--- config.mk ---
export PLATFORM = sky130hd
export DESIGN_NAME = jb_aes_block_sequencer
export DESIGN_NICKNAME = d
export VERILOG_FILES = /design/src/rtl/jb_aes_block_sequencer.sv
export SDC_FILE = /design/constraint.sdc
export NUM_CORES = 1
export LEC_CHECK = 0
export ABC_CLOCK_PERIOD_IN_PS = 2000
export CORE_AREA = 2 2 307 309
export DETAILED_ROUTE_END_ITERATION = 8
export DIE_AREA = 0 0 309 311
export SLEW_MARGIN = 25
export SYNTH_ARGS = -nofsm -noshare
export SYNTH_HDL_FRONTEND = slang
export SYNTH_SLANG_ARGS = --single-unit
--- constraint.sdc ---
create_clock -name clk -period 2 [get_ports clk]
set_input_delay 0.6 -clock clk [delete_from_list [all_inputs] [get_ports clk]]
set_output_delay 0.6 -clock clk [all_outputs]
set_load 0.01 [all_outputs]
--- src/rtl/jb_aes_block_sequencer.sv ---
// ---------------------------------------------------------------------------
// jb_aes_block_sequencer
//
// Purpose:
//   Drives a single JawBreaker AES core (encrypt or decrypt) via its
//   active-low nStart/nDone handshake. Requests {key, block} arrive on a
//   valid/ready stream. Results leave on a valid/ready stream. One block is
//   in flight at a time. A stalled core is abandoned after TIMEOUT_CYCLES
//   cycles in WAIT, and the sticky timeout_err flag is raised.
//
// Optional feature:
//   `define JB_SEQ_LATENCY_EN adds the last_latency[15:0] output. It holds
//   the number of cycles from START through the completion cycle of the most
//   recent successful operation, and saturates at 16'hFFFF.
//
// Ports:
//   clk           system clock, rising edge
//   rst           synchronous active-high reset
//   in_valid      request valid
//   in_ready      request accepted when high (IDLE and not in reset)
//   in_key        request key
//   in_block      request data block
//   out_valid     result valid
//   out_ready     downstream accepts result
//   out_block     result block, held while out_valid
//   core_nRst     core reset, active-low, combinational ~rst
//   core_nStart   core start, one-cycle active-low pulse
//   core_key      key presented to core, stable from handshake to handshake
//   core_blockin  block presented to core, stable from handshake to handshake
//   core_nDone    core done, active-low; completion is a sampled falling edge
//   core_blockout core result
//   busy          sequencer is not IDLE
//   timeout_err   sticky abort flag, cleared only by rst
//   last_latency  (JB_SEQ_LATENCY_EN only) cycles START..completion
// ---------------------------------------------------------------------------
module jb_aes_block_sequencer #(
    parameter int BLOCK_WIDTH    = 128,
    parameter int TIMEOUT_CYCLES = 1024
) (
    input  logic                   clk,
    input  logic                   rst,
    input  logic                   in_valid,
    output logic                   in_ready,
    input  logic [BLOCK_WIDTH-1:0] in_key,
    input  logic [BLOCK_WIDTH-1:0] in_block,
    output logic                   out_valid,
    input  logic                   out_ready,
    output logic [BLOCK_WIDTH-1:0] out_block,
    output logic                   core_nRst,
    output logic                   core_nStart,
    output logic [BLOCK_WIDTH-1:0] core_key,
    output logic [BLOCK_WIDTH-1:0] core_blockin,
    input  logic                   core_nDone,
    input  logic [BLOCK_WIDTH-1:0] core_blockout,
    output logic                   busy,
    output logic                   timeout_err
`ifdef JB_SEQ_LATENCY_EN
    ,
    output logic [15:0]            last_latency
`endif
);

    localparam int CNT_W = (TIMEOUT_CYCLES > 2) ? $clog2(TIMEOUT_CYCLES) : 1;
    localparam logic [CNT_W-1:0] CNT_LAST = CNT_W'(TIMEOUT_CYCLES - 1);

    typedef enum logic [1:0] {
        ST_IDLE,
        ST_START,
        ST_WAIT,
        ST_OUTPUT
    } state_t;

    state_t           state;
    logic [CNT_W-1:0] wait_cnt;
    logic             ndone_q;
    logic             done_edge;

    // A falling edge of nDone, seen as "previously high, now low", marks
    // completion. Only meaningful while in WAIT.
    assign done_edge = ndone_q && !core_nDone;

    assign core_nRst = ~rst;
    assign in_ready  = !rst && (state == ST_IDLE);
    assign busy      = (state != ST_IDLE);

    // NOTE: every register below is written with non-blocking assignments so
    // all state updates on one edge see the same pre-edge values.
    always_ff @(posedge clk) begin
        if (rst) begin
            // NOTE: the wide data registers are reset too, so a reset is
            // visible on core_key/core_blockin and no stale result survives.
            state        <= ST_IDLE;
            core_nStart  <= 1'b1;
            out_valid    <= 1'b0;
            out_block    <= '0;
            core_key     <= '0;
            core_blockin <= '0;
            timeout_err  <= 1'b0;
            wait_cnt     <= '0;
            ndone_q      <= 1'b1;
        end else begin
            case (state)
                ST_IDLE: begin
                    if (in_valid) begin
                        core_key     <= in_key;
                        core_blockin <= in_block;
                        core_nStart  <= 1'b0;
                        state        <= ST_START;
                    end
                end

                ST_START: begin
                    // nDone is ignored here; arming ndone_q high means the
                    // first low level sampled in WAIT counts as the edge.
                    core_nStart <= 1'b1;
                    ndone_q     <= 1'b1;
                    wait_cnt    <= '0;
                    state       <= ST_WAIT;
                end

                ST_WAIT: begin
                    ndone_q <= core_nDone;
                    // Completion is checked first so it wins over a timeout
                    // landing on the same cycle.
                    if (done_edge) begin
                        out_block <= core_blockout;
                        out_valid <= 1'b1;
                        state     <= ST_OUTPUT;
                    end else if (wait_cnt == CNT_LAST) begin
                        timeout_err <= 1'b1;
                        state       <= ST_IDLE;
                    end else begin
                        wait_cnt <= wait_cnt + CNT_W'(1);
                    end
                end

                ST_OUTPUT: begin
                    if (out_ready) begin
                        out_valid <= 1'b0;
                        state     <= ST_IDLE;
                    end
                end

                default: state <= ST_IDLE;
            endcase
        end
    end

`ifdef JB_SEQ_LATENCY_EN
    // lat_cnt holds the cycles already spent in this operation before the
    // current cycle; adding one counts the current cycle inclusively.
    logic [15:0] lat_cnt;
    logic [15:0] lat_next;

    assign lat_next = (lat_cnt == 16'hFFFF) ? lat_cnt : lat_cnt + 16'd1;

    always_ff @(posedge clk) begin
        if (rst) begin
            lat_cnt      <= '0;
            last_latency <= '0;
        end else begin
            case (state)
                ST_START: lat_cnt <= 16'd1;
                ST_WAIT: begin
                    if (done_edge) begin
                        last_latency <= lat_next;
                    end else begin
                        lat_cnt <= lat_next;
                    end
                end
                default: ;
            endcase
        end
    end
`endif

endmodule
==> flow_summary.json <==
{
  "port-buffer-count": 778,
  "cp.buffers_inverters": 3,
  "cts_root_buffer": "clkbuf_16",
  "setup_viol": 0,
  "final_nets": 2970,
  "postCtsHoldBufs": 0,
  "crit_chain": "inv_4 > ha_4 > inv_4 > nor2_4 > buf_6",
  "grt_max_degree": 171,
  "yosysWarnings": 0,
  "pin_count": 779,
  "syn_inst": 1772,
  "hpwlAfterDp_um": 44300,
  "ys.flop_type": "dfxtp_1",
  "critPathMaxFanout": 3,
  "gp_congestion": 0.779,
  "max_freq_mhz": 509,
  "vias": 14700,
  "die-area_um2": 96100,
  "final_common_cell": "nand2_1",
  "worst_r2r_path_depth": 9,
  "drt-total-wl_um": 58700,
  "drv_slew": 0,
  "finalClockSkew_ns": 0.0201,
  "synth-seq-cells": 400,
  "r2r-start": "state[0]",
  "numCtsBuffers": 49,
  "vias_per_cell": 3.81,
  "synth_top_family_by_area": "simple AND/OR/NAND/NOR gates",
  "synth-adder-area-share_pct": 0.538,
  "dieHeight_um": 311,
  "synth_edf_count": 0,
  "synth-compound-area-share_pct": 15.3,
  "htree_levels": 2,
  "synth.yosys.seq_area_share_pct": 57.4,
  "final_cells": 3866,
  "hp-start": "rst",
  "r2r_slack_ns": 0.16,
  "fin_util_pct": 26.9,
  "row_count": 112,
  "hold_class": "in2reg",
  "overflow": 0,
  "avgRoutedWirePerCell_um": 15.2,
  "synth_nets": 2167,
  "cts_tree": "done",
  "critPathMaxStageDelay_ns": 0.35,
  "peakVddDrop_uv": 638,
  "coreArea_um2": 92800,
  "ant_nets": 0,
  "start_kind": "flip-flop",
  "finalHoldViolCount": 0,
  "crit_path_end_kind": "output port",
  "worstMarginPinSlew_ns": 1.14,
  "worstPathArrival_ns": 1.36,
  "layout_common_cells": "775 x nand2_1, 398 x dfxtp_1, 394 x a21oi_1",
  "p_leak_nw": 10.6,
  "synthSimpleGateAreaFrac_pct": 22.6,
  "worstSetupPathType": "reg2out",
  "fp.dieW_um": 309,
  "required_ns": 1.40,
  "drive_above_1_share_pct": 7.51,
  "cts.path.max_buffers": 3,
  "min_delay_path_depth": 4,
  "critPathSlowestCell": "dfxtp_2",
  "grt_pass1_vias": 14500,
  "cellPowerDensity_nw_per_um2": 935,
  "hold_end": "ndone_q",
  "fin_area_um2": 25000,
  "synthXorXnorAreaFrac_pct": 0,
  "max_cap_viol_count": 0,
  "clk_latency_ns": 0.59,
  "grt_antenna_before_repair": 6,
  "synthArstFlopShare_pct": 0,
  "placed_cells": 3776,
  "post-route-drc-count": 0,
  "rr_endpoint": "out_block[54]",
  "drtIter0Drc": 849,
  "syn2layout_area_growth_pct": 79.0,
  "cp_top_family": "flip-flops",
  "status": "finished clean",
  "finalCriticalPeriod_ns": 1.96,
  "slew_headroom_pct": 23.7,
  "placed_area_um2": 23900,
  "drt_first_pass_iters": 5,
  "fin_crit_sh_pct": 98.2,
  "grt_pass1_wl_um": 87100,
  "worst_path_most_repeated_cell": "inv_4",
  "synth_cell_types": 38,
  "synth_mux_area_share_pct": 0,
  "clk_pin_slew_worst_paths_ns": 0.06,
  "syn_area_um2": 14000,
  "syn_avg_cell_area_um2": 7.87,
  "clock-sinks": 400,
  "grt.total_usage_pct": 11.7,
  "initial_core_util_pct": 15.0,
  "rsz0062_at_grt": "yes"
}
[Yosys cell counts, types with 2 or more instances]
master,count,area (um2)
a211oi_1,2,15.0
a21oi_1,394,1970
a311oi_1,5,43.8
a41oi_1,2,17.5
and4_1,2,17.5
and4_4,2,22.5
buf_1,12,45.0
buf_2,35,175
clkbuf_1,82,308
dfxtp_1,400,8010
ha_1,6,75.1
inv_1,5,18.8
nand2_1,776,2910
nand2b_1,5,31.3
nand3_1,7,35.0
nand3b_1,2,15.0
nand4_1,3,18.8
nor2_1,3,11.3
o211ai_1,3,22.5
o21ai_0,3,15.0
o21ai_1,2,10.0
or3_1,3,18.8
or4_1,3,22.5
[worst register-to-register path: stages, from the launching register on]
cell and delay (ns):
dfxtp_2 0.32, inv_2 0.07, buf_4 0.13, ha_1 0.19, inv_2 0.09, nor3b_4 0.28
buf_4 0.33, buf_4 0.19, nand2_1 0.05, a21oi_1 0.12
[registers in the layout, indices dropped and copies added, names as in the netlist]
signal	flops
timeout_err	1
out_block	128
out_valid	1
core_key	128
core_blockin	128
ndone_q	1
state	2
core_nStart	1
wait_cnt	10
[power breakdown]
group	total (W)	leakage, nW	internal, W	switching [W]
combinational	0.00548	6.57	0.00261	0.00287
clock	0.00876	0.766	0.00520	0.00355
sequential	0.00911	3.26	0.00875	0.000369
[worst max-delay path by stage]
stage                                to  cells after the start  slack (ns)       start
after floorplan                in_ready                      3        0.16         rst
after global placement    out_block[45]                      7       -0.21  core_nDone
after detailed placement  out_block[49]                      7       -0.24  core_nDone
after CTS                      in_ready                      5       -0.07    state[1]
after global routing           in_ready                      5       -0.05    state[1]
final                          in_ready                      5        0.04    state[1]
[through the flow]
step	total power (W)	setup WS [ns]	TNS (ns)	hold WS [ns]
global route	0.0246	-0.0490	-0.0536	0.364
global placement	0.0153	-0.215	-18.01	0.441
detailed placement	0.0153	-0.237	-26.40	0.445
CTS	0.0238	-0.0694	-0.0694	0.324
floorplan	0.0115	0.161	0	0.467
finish	0.0233	0.0365	0	0.402
[kinds of logic (layout without fill, tap and decap cells)]
kind of cell | count (synthesis) | count (layout)
other cells | 0 | 3
fa+ha+maj | 6 | 6
flops | 400 | 400
compound gates | 416 | 416
buf+inv | 137 | 974
simple gates | 813 | 813
[layer usage]
| metal | track usage (%) | share of wire, % | vias up |
|---|---|---|---|
| met5 | 0.303 | 0.099 | - |
| met4 | 3.56 | 2.3 | 4 |
| met3 | 4.30 | 9.1 | 79 |
| met2 | 20.2 | 49 | 522 |
| met1 | 13.2 | 40 | 6769 |
| li1 | - | - | 7359 |
[area by class of cell]
cell class | count | area, um2
fill | 10200 | 67800
timing repair buffer | 883 | 8400
sequential | 400 | 8010
multi-input combinational | 1235 | 5410
tap | 1254 | 1570
clock buffer | 68 | 1350
clock inverter | 17 | 204
inverter | 6 | 27.5
antenna | 3 | 7.51
[what timing repair did]
item                       CTS  global route
resized for setup          410             6
pin swaps                    1             1
setup buffers                0             2
setup endpoints to repair  389             3
Power figures use the tool's default switching activity.
